===== src/rtl/ex_stage_mdu.sv =====
// Execute stage with forwarding, ALU, branch target and an iterative multiply/divide unit.
// Optional macro MDU_EARLY_TERM_EN: multiplies stop once the remaining multiplier is zero.
module ex_stage_mdu #(
    parameter int XLEN   = 32,
    parameter int REG_AW = 5
) (
    input  logic              clk,
    input  logic              reset,
    input  logic              id_ex_valid,
    input  logic [XLEN-1:0]   pc_add4,
    input  logic [XLEN-1:0]   read_data1,
    input  logic [XLEN-1:0]   read_data2,
    input  logic [XLEN-1:0]   imm,
    input  logic [REG_AW-1:0] rt,
    input  logic [REG_AW-1:0] rd,
    input  logic [5:0]        funct,
    input  logic [1:0]        alu_op,
    input  logic              alu_src,
    input  logic              reg_dst,
    input  logic [XLEN-1:0]   mem_result,
    input  logic [XLEN-1:0]   wb_result,
    input  logic [1:0]        forward_a,
    input  logic [1:0]        forward_b,
    output logic              zero,
    output logic [XLEN-1:0]   alu_result,
    output logic [XLEN-1:0]   store_data,
    output logic [XLEN-1:0]   branch_addr,
    output logic [REG_AW-1:0] reg_dest,
    output logic              ex_stall,
    output logic [XLEN-1:0]   hi,
    output logic [XLEN-1:0]   lo
);

    localparam int CW = $clog2(XLEN + 1);

    localparam logic [5:0] F_MFHI = 6'h10;
    localparam logic [5:0] F_MTHI = 6'h11;
    localparam logic [5:0] F_MFLO = 6'h12;
    localparam logic [5:0] F_MTLO = 6'h13;

    typedef enum logic [1:0] {
        S_IDLE = 2'd0,
        S_BUSY = 2'd1,
        S_DONE = 2'd2
    } mdu_state_t;

    mdu_state_t        state_q;
    logic [CW-1:0]     cnt_q;
    logic              div_q;
    logic              sa_q;
    logic              sb_q;
    logic [2*XLEN-1:0] mcand_q;
    logic [XLEN-1:0]   mplier_q;
    logic [2*XLEN-1:0] prod_q;
    logic [XLEN-1:0]   rem_q;
    logic [XLEN-1:0]   quo_q;
    logic [XLEN-1:0]   dvsr_q;
    logic [XLEN-1:0]   hi_q;
    logic [XLEN-1:0]   lo_q;

    logic [XLEN-1:0]   op_a;
    logic [XLEN-1:0]   op_b_fwd;
    logic [XLEN-1:0]   op_b;
    logic [XLEN-1:0]   alu_d;
    logic [XLEN-1:0]   sum;
    logic [XLEN-1:0]   diff;
    logic              slt;
    logic              sltu;

    always_comb begin
        case (forward_a)
            2'b01:   op_a = wb_result;
            2'b10:   op_a = mem_result;
            default: op_a = read_data1;
        endcase
        case (forward_b)
            2'b01:   op_b_fwd = wb_result;
            2'b10:   op_b_fwd = mem_result;
            default: op_b_fwd = read_data2;
        endcase
    end

    assign op_b        = alu_src ? imm : op_b_fwd;
    assign store_data  = op_b_fwd;
    assign branch_addr = pc_add4 + (imm << 2);
    assign reg_dest    = reg_dst ? rd : rt;

    assign sum  = op_a + op_b;
    assign diff = op_a - op_b;
    assign slt  = $signed(op_a) < $signed(op_b);
    assign sltu = op_a < op_b;

    always_comb begin
        alu_d = '0;
        case (alu_op)
            2'b01: alu_d = diff;
            2'b10: begin
                case (funct)
                    6'h20, 6'h21: alu_d = sum;
                    6'h22, 6'h23: alu_d = diff;
                    6'h24:        alu_d = op_a & op_b;
                    6'h25:        alu_d = op_a | op_b;
                    6'h26:        alu_d = op_a ^ op_b;
                    6'h27:        alu_d = ~(op_a | op_b);
                    6'h2A:        alu_d = {{(XLEN-1){1'b0}}, slt};
                    6'h2B:        alu_d = {{(XLEN-1){1'b0}}, sltu};
                    F_MFHI:       alu_d = hi_q;
                    F_MFLO:       alu_d = lo_q;
                    default:      alu_d = '0;
                endcase
            end
            default: alu_d = sum;
        endcase
    end

    assign alu_result = alu_d;
    assign zero       = (alu_d == '0);

    // MDU operand preparation: funct 0x18..0x1B, bit0 = unsigned, bit1 = divide
    logic              is_rtype;
    logic              mdu_start;
    logic              start_signed;
    logic              a_neg;
    logic              b_neg;
    logic [XLEN-1:0]   a_mag;
    logic [XLEN-1:0]   b_mag;

    assign is_rtype     = (alu_op == 2'b10);
    assign mdu_start    = id_ex_valid && is_rtype && (funct[5:2] == 4'b0110);
    assign start_signed = ~funct[0];
    assign a_neg        = start_signed & op_a[XLEN-1];
    assign b_neg        = start_signed & op_b_fwd[XLEN-1];
    assign a_mag        = a_neg ? (~op_a + 1'b1) : op_a;
    assign b_mag        = b_neg ? (~op_b_fwd + 1'b1) : op_b_fwd;

    assign ex_stall = ((state_q == S_IDLE) && mdu_start) || (state_q == S_BUSY);

    logic [2*XLEN-1:0] prod_d;
    logic [XLEN-1:0]   mplier_d;
    logic [XLEN:0]     rem_shift;
    logic [XLEN:0]     rem_sub;
    logic              div_ok;
    logic [XLEN-1:0]   rem_d;
    logic [XLEN-1:0]   quo_d;
    logic              early_done;
    logic              last_step;
    logic [2*XLEN-1:0] prod_fix;
    logic [XLEN-1:0]   quo_fix;
    logic [XLEN-1:0]   rem_fix;

    assign prod_d   = prod_q + (mplier_q[0] ? mcand_q : '0);
    assign mplier_d = mplier_q >> 1;

    assign rem_shift = {rem_q, quo_q[XLEN-1]};
    assign rem_sub   = rem_shift - {1'b0, dvsr_q};
    assign div_ok    = ~rem_sub[XLEN];
    assign rem_d     = div_ok ? rem_sub[XLEN-1:0] : rem_shift[XLEN-1:0];
    assign quo_d     = {quo_q[XLEN-2:0], div_ok};

`ifdef MDU_EARLY_TERM_EN
    assign early_done = ~div_q && (mplier_d == '0);
`else
    assign early_done = 1'b0;
`endif

    assign last_step = (cnt_q == CW'(XLEN - 1)) || early_done;

    // Divide by zero leaves |dividend| in the remainder, so the sign fix-up restores the dividend
    assign prod_fix = (sa_q ^ sb_q) ? (~prod_d + 1'b1) : prod_d;
    assign quo_fix  = (dvsr_q == '0) ? '1 : ((sa_q ^ sb_q) ? (~quo_d + 1'b1) : quo_d);
    assign rem_fix  = sa_q ? (~rem_d + 1'b1) : rem_d;

    // state  | meaning
    // S_IDLE | no MDU op in flight; MTHI/MTLO write here, MULT/DIV launch here
    // S_BUSY | one multiply or divide step per cycle, pipeline held
    // S_DONE | result committed, instruction leaves EX this cycle
    always_ff @(posedge clk) begin
        if (reset) begin
            state_q  <= S_IDLE;
            cnt_q    <= '0;
            div_q    <= 1'b0;
            sa_q     <= 1'b0;
            sb_q     <= 1'b0;
            mcand_q  <= '0;
            mplier_q <= '0;
            prod_q   <= '0;
            rem_q    <= '0;
            quo_q    <= '0;
            dvsr_q   <= '0;
            hi_q     <= '0;
            lo_q     <= '0;
        end else begin
            case (state_q)
                S_IDLE: begin
                    if (mdu_start) begin
                        div_q    <= funct[1];
                        sa_q     <= a_neg;
                        sb_q     <= b_neg;
                        mcand_q  <= {{XLEN{1'b0}}, a_mag};
                        mplier_q <= b_mag;
                        prod_q   <= '0;
                        rem_q    <= '0;
                        quo_q    <= a_mag;
                        dvsr_q   <= b_mag;
                        cnt_q    <= '0;
                        state_q  <= S_BUSY;
                    end else if (id_ex_valid && is_rtype && (funct == F_MTHI)) begin
                        hi_q <= op_a;
                    end else if (id_ex_valid && is_rtype && (funct == F_MTLO)) begin
                        lo_q <= op_a;
                    end
                end
                S_BUSY: begin
                    if (div_q) begin
                        rem_q <= rem_d;
                        quo_q <= quo_d;
                    end else begin
                        prod_q   <= prod_d;
                        mcand_q  <= mcand_q << 1;
                        mplier_q <= mplier_d;
                    end
                    cnt_q <= cnt_q + CW'(1);
                    if (last_step) begin
                        if (div_q) begin
                            hi_q <= rem_fix;
                            lo_q <= quo_fix;
                        end else begin
                            hi_q <= prod_fix[2*XLEN-1:XLEN];
                            lo_q <= prod_fix[XLEN-1:0];
                        end
                        state_q <= S_DONE;
                    end
                end
                S_DONE: begin
                    state_q <= S_IDLE;
                end
                default: begin
                    state_q <= S_IDLE;
                end
            endcase
        end
    end

    assign hi = hi_q;
    assign lo = lo_q;

endmodule


===== config.mk =====
export PLATFORM = sky130hd
export DESIGN_NAME = ex_stage_mdu
export DESIGN_NICKNAME = d
export VERILOG_FILES = /design/src/rtl/ex_stage_mdu.sv
export SDC_FILE = /design/constraint.sdc
export NUM_CORES = 2
export LEC_CHECK = 0
export CAP_MARGIN = 25
export CELL_PAD_IN_SITES_DETAIL_PLACEMENT = 1
export CELL_PAD_IN_SITES_GLOBAL_PLACEMENT = 1
export CORE_MARGIN = 4
export CORE_UTILIZATION = 38
export DETAILED_ROUTE_END_ITERATION = 16
export PLACE_DENSITY = 0.86
export SLEW_MARGIN = 20
export SYNTH_ARGS = -nofsm -noshare
export SYNTH_HDL_FRONTEND = slang
export SYNTH_SLANG_ARGS = --single-unit

===== constraint.sdc =====
create_clock -name clk -period 8.5 [get_ports clk]
set_clock_uncertainty 0.15 [all_clocks]
set_input_delay 1.275 -clock clk [delete_from_list [all_inputs] [get_ports clk]]
set_output_delay 1.275 -clock clk [all_outputs]
set_load 0.01 [all_outputs]

==> impl_metrics.tcl <==
set metrics [dict create \
    first_iter_violations 5137 \
    synth_ff_type "dfxtp_1" \
    synth_area_um2 34400 \
    grt_pass1_wl_um 272000 \
    rsz0062_at_grt "yes" \
    async_flop_share_pct 0 \
    critPathLaunch "forward_b[1]" \
    outcome "complete, but fails checks" \
    worst_slew_pin_slew_ns 1.18 \
    ys_warn_count 0 \
    p_per_area_nw_per_um2 134 \
    cp.required_ns 7.07 \
    path_max_fanout 5 \
    start_util_pct 38.2 \
    synth_edf_count 0 \
    cts_root_buf "clkbuf_16" \
    hold_start "mcand_q[37]" \
    syn_to_final_growth_pct 27.1 \
    gr-usage-all-layers_pct 37.1 \
    setup_tns_ns -0.0208 \
    synth_top_family_by_area "compound AO/OA/AOI/OAI gates" \
    fin_ws_ns -0.0208 \
    drv_cap 0 \
    fmax_ghz 0.117 \
    dp_hpwl_um 147000 \
    critPathArrivalTime_ns 7.10 \
    avgSynthCellArea_um2 6.91 \
    grt_max_degree 162 \
    setup_viol 1 \
    wl_per_cell_um 27.6 \
    yosys.area_share.simple_pct 23.8 \
    clock-sinks 331 \
    holdBufCountCts 0 \
    end_kind "output pin" \
    path_delay_family "simple AND/OR/NAND/NOR gates" \
    antenna_found_initial 8 \
    ys_types 110 \
    dp.cells 6625 \
    total_power_uw 5870 \
    start_kind "primary input" \
    slew_headroom_pct 20.3 \
    reg2reg_from "mplier_q[0]" \
    finalCritPeriodShare_pct 100 \
    synth_cells 4975 \
    muxShareOfSynthArea_pct 2.48 \
    wl_um 186000 \
    layoutNonFillerInstCount 6726 \
    die_w_um 309 \
    die_h_um 309 \
    rows 110 \
    tritoncts "built" \
    synth_compound_area_share_pct 32.8 \
    path_class "in2out" \
    synthAdderAreaFrac_pct 8.74 \
    clk_pin_slew_ns 0.06 \
    htree_levels 2 \
    die-area_um2 95300 \
    violations "negative setup slack" \
    via_per_inst 6.45 \
    io_buffers 381 \
    cp_common_cell "or4_4" \
    path_cells "clkdlybuf4s15_2, inv_1, ha_4, a22oi_2, nor2_2, a21oi_2, o21ai_2, ha_2, fa_2, and2_4, or3_1, nand3_1, a31oi_1, a211oi_2, o2111ai_1, or4_4, or4b_4, or4_4, or4b_4, or4_4, nor4_4, buf_4, and4bb_1, buf_2" \
    grt_overflow 0 \
    final_max_slew_viol_count 0 \
    syn_nets 5431 \
    vias 43411 \
    first_pass_iters 8 \
    p_leak_uw 0.0177 \
    drive_gt1_share_pct 12.7 \
    period_needed_ns 8.52 \
    synth-xor-area-share_pct 6.37 \
    io_pins 386 \
    ys_seq_area_share_pct 19.3 \
    ir_drop_mv 0.126 \
    finalHoldViolations 0 \
    core_area_um2 89900 \
    grt_pass1_vias 42072 \
    clock_path_buffers 3 \
    insertion_delay_ns 0.62 \
    antenna_left 0 \
    cts_buffers 40 \
    drcViolationCount 0 \
    slowest_delay_ns 0.55 \
    fin_nets 5964 \
    timing.critical_path.buf_inv 4 \
    gp_congestion 1.05 \
    synth-seq-cells 331 \
    crit_path_top_delay_cell "or4b_4" \
    hold_class "reg2reg" \
]
placed cells by master, fill, tap and decap left out, types with 59 or more instances in the layout:
cell,synthesis,final
a211oi_1,73,72
a21o_1,81,81
a21oi_1,535,527
a22oi_1,138,133
a31oi_1,68,68
and2_1,94,93
buf_4,7,450
clkdlybuf4s50_1,0,367
dfxtp_1,331,329
ha_1,232,222
inv_1,227,226
mux2i_1,59,59
nand2_1,536,535
nand3_1,151,151
nor2_1,511,503
nor3_1,115,114
o21ai_0,354,340
xnor2_1,187,186
xor2_1,63,62
final timing paths:
check	to	slack, ns	cells past startpoint
max	zero	-0.02	24
min	mcand_q[38]	0.30	2
max reg2reg	hi[28]	1.33	16
min reg2reg	mcand_q[38]	0.30	2
registers in the layout (all words and copies together), names as in the netlist, 2 cells and up:
register / cells
prod_q: 64
dvsr_q: 32
mcand_q: 64
cnt_q: 6
mplier_q: 32
state_q: 2
rem_q: 32
quo_q: 32
hi: 32
lo: 32
power by group:
group	internal [uW]	leakage [uW]	total [uW]	switching, uW
clock network	1070	0.000683	1880	811
registers	1560	0.00267	1560	6.73
logic	1060	0.0143	2430	1380
per-layer routing:
layer	global-route usage (%)	vias to the layer above	wire (um)
li1	-	19185	-
met1	50.0	21473	77200
met2	56.1	2307	78600
met3	10.3	446	21300
met4	15.1	0	8890
met5	0	-	0
cells in the mapped netlist, drive strengths merged (10+ instances only):
| master | number | share of area [%] |
|---|---|---|
| nor2 | 513 | 5.6 |
| nor3b | 13 | 0.28 |
| ha | 232 | 8.4 |
| o221ai | 38 | 0.97 |
| or3 | 44 | 0.82 |
| inv | 230 | 2.5 |
| a221oi | 33 | 0.86 |
| a22o | 13 | 0.33 |
| o41ai | 13 | 0.33 |
| mux2i | 59 | 1.7 |
| and4 | 10 | 0.25 |
| o22ai | 35 | 0.64 |
| o211ai | 53 | 1.2 |
| nor4 | 47 | 0.98 |
| or2 | 24 | 0.44 |
| mux2 | 23 | 0.76 |
| and2 | 99 | 1.8 |
| dfxtp | 331 | 19 |
| a221o | 18 | 0.52 |
| a21o | 81 | 1.8 |
| a311oi | 24 | 0.61 |
| o2111ai | 12 | 0.31 |
| o21ai | 369 | 5.4 |
| nand2 | 537 | 5.9 |
| a2111oi | 10 | 0.26 |
| a31oi | 69 | 1.3 |
| nor3 | 115 | 1.7 |
| xnor2 | 187 | 4.8 |
| a211o | 14 | 0.36 |
| o31a | 14 | 0.36 |
| nand3 | 152 | 2.2 |
| a211oi | 75 | 1.7 |
| or4 | 18 | 0.41 |
| nor2b | 27 | 0.49 |
| a22oi | 138 | 3.0 |
| o21bai | 31 | 0.69 |
| buf | 63 | 0.84 |
| a21oi | 537 | 7.8 |
| clkbuf | 288 | 3.1 |
| xor2 | 63 | 1.6 |
| nand4 | 43 | 0.83 |
| o31ai | 43 | 0.97 |
| o21a | 41 | 0.90 |
| nand2b | 23 | 0.42 |
| and3 | 37 | 0.67 |
stage by stage:
| stage | utilization [%] | instance area (um2) | setup slack [ns] | hold WS [ns] |
|---|---|---|---|---|
| after global placement | 46.5 | 41800 | -0.990 | 0.293 |
| after global routing | 48.6 | 43700 | -0.159 | 0.337 |
| after floorplan | - | 34400 | 0.0197 | 0.282 |
| after CTS | 48.4 | 43500 | 0.00742 | 0.302 |
| final | 48.6 | 43700 | -0.0208 | 0.300 |
| after detailed placement | 46.5 | 41800 | -1.16 | 0.304 |
layout make-up:
cell class                      count  area [um2]
Clock buffer                       56        1170
Clock inverter                     17         236
Sequential cell                   331        6630
Tap cell                         1176        1470
Fill cell                       11404       46200
Timing Repair Buffer              842        7380
Inverter                          233         875
Antenna cell                       11        27.5
Multi-Input combinational cell   4060       25900
worst register-to-register path: stages (launching register included):
cell	delay [ns]
dfxtp_2	0.80
buf_4	0.48
and2_1	0.23
ha_1	0.34
a21oi_1	0.23
o21ai_0	0.21
a221oi_1	0.46
a21bo_2	0.29
nor3_1	0.59
xnor2_1	0.34
a211o_1	0.36
nor4bb_1	0.80
nand4_4	0.37
o21ai_0	0.31
xnor2_1	0.14
o221ai_1	0.78
nand2_1	0.12
cell families after synthesis:
logic type	after synthesis
AO/OA/AOI/OAI	1754
XOR/XNOR	250
adder cells (fa/ha/maj)	237
buffers and inverters	584
flip-flops	331
multiplexers	82
AND/OR/NAND/NOR	1737
what timing repair did:
item                                    CTS  global route
endpoints found under the setup margin    6             4
buffers inserted                         10             3
gates resized for setup                  65            28
pin swaps                                18            11
cloned                                    1             0
No activity file was read; power rests on OpenSTA's default activity.
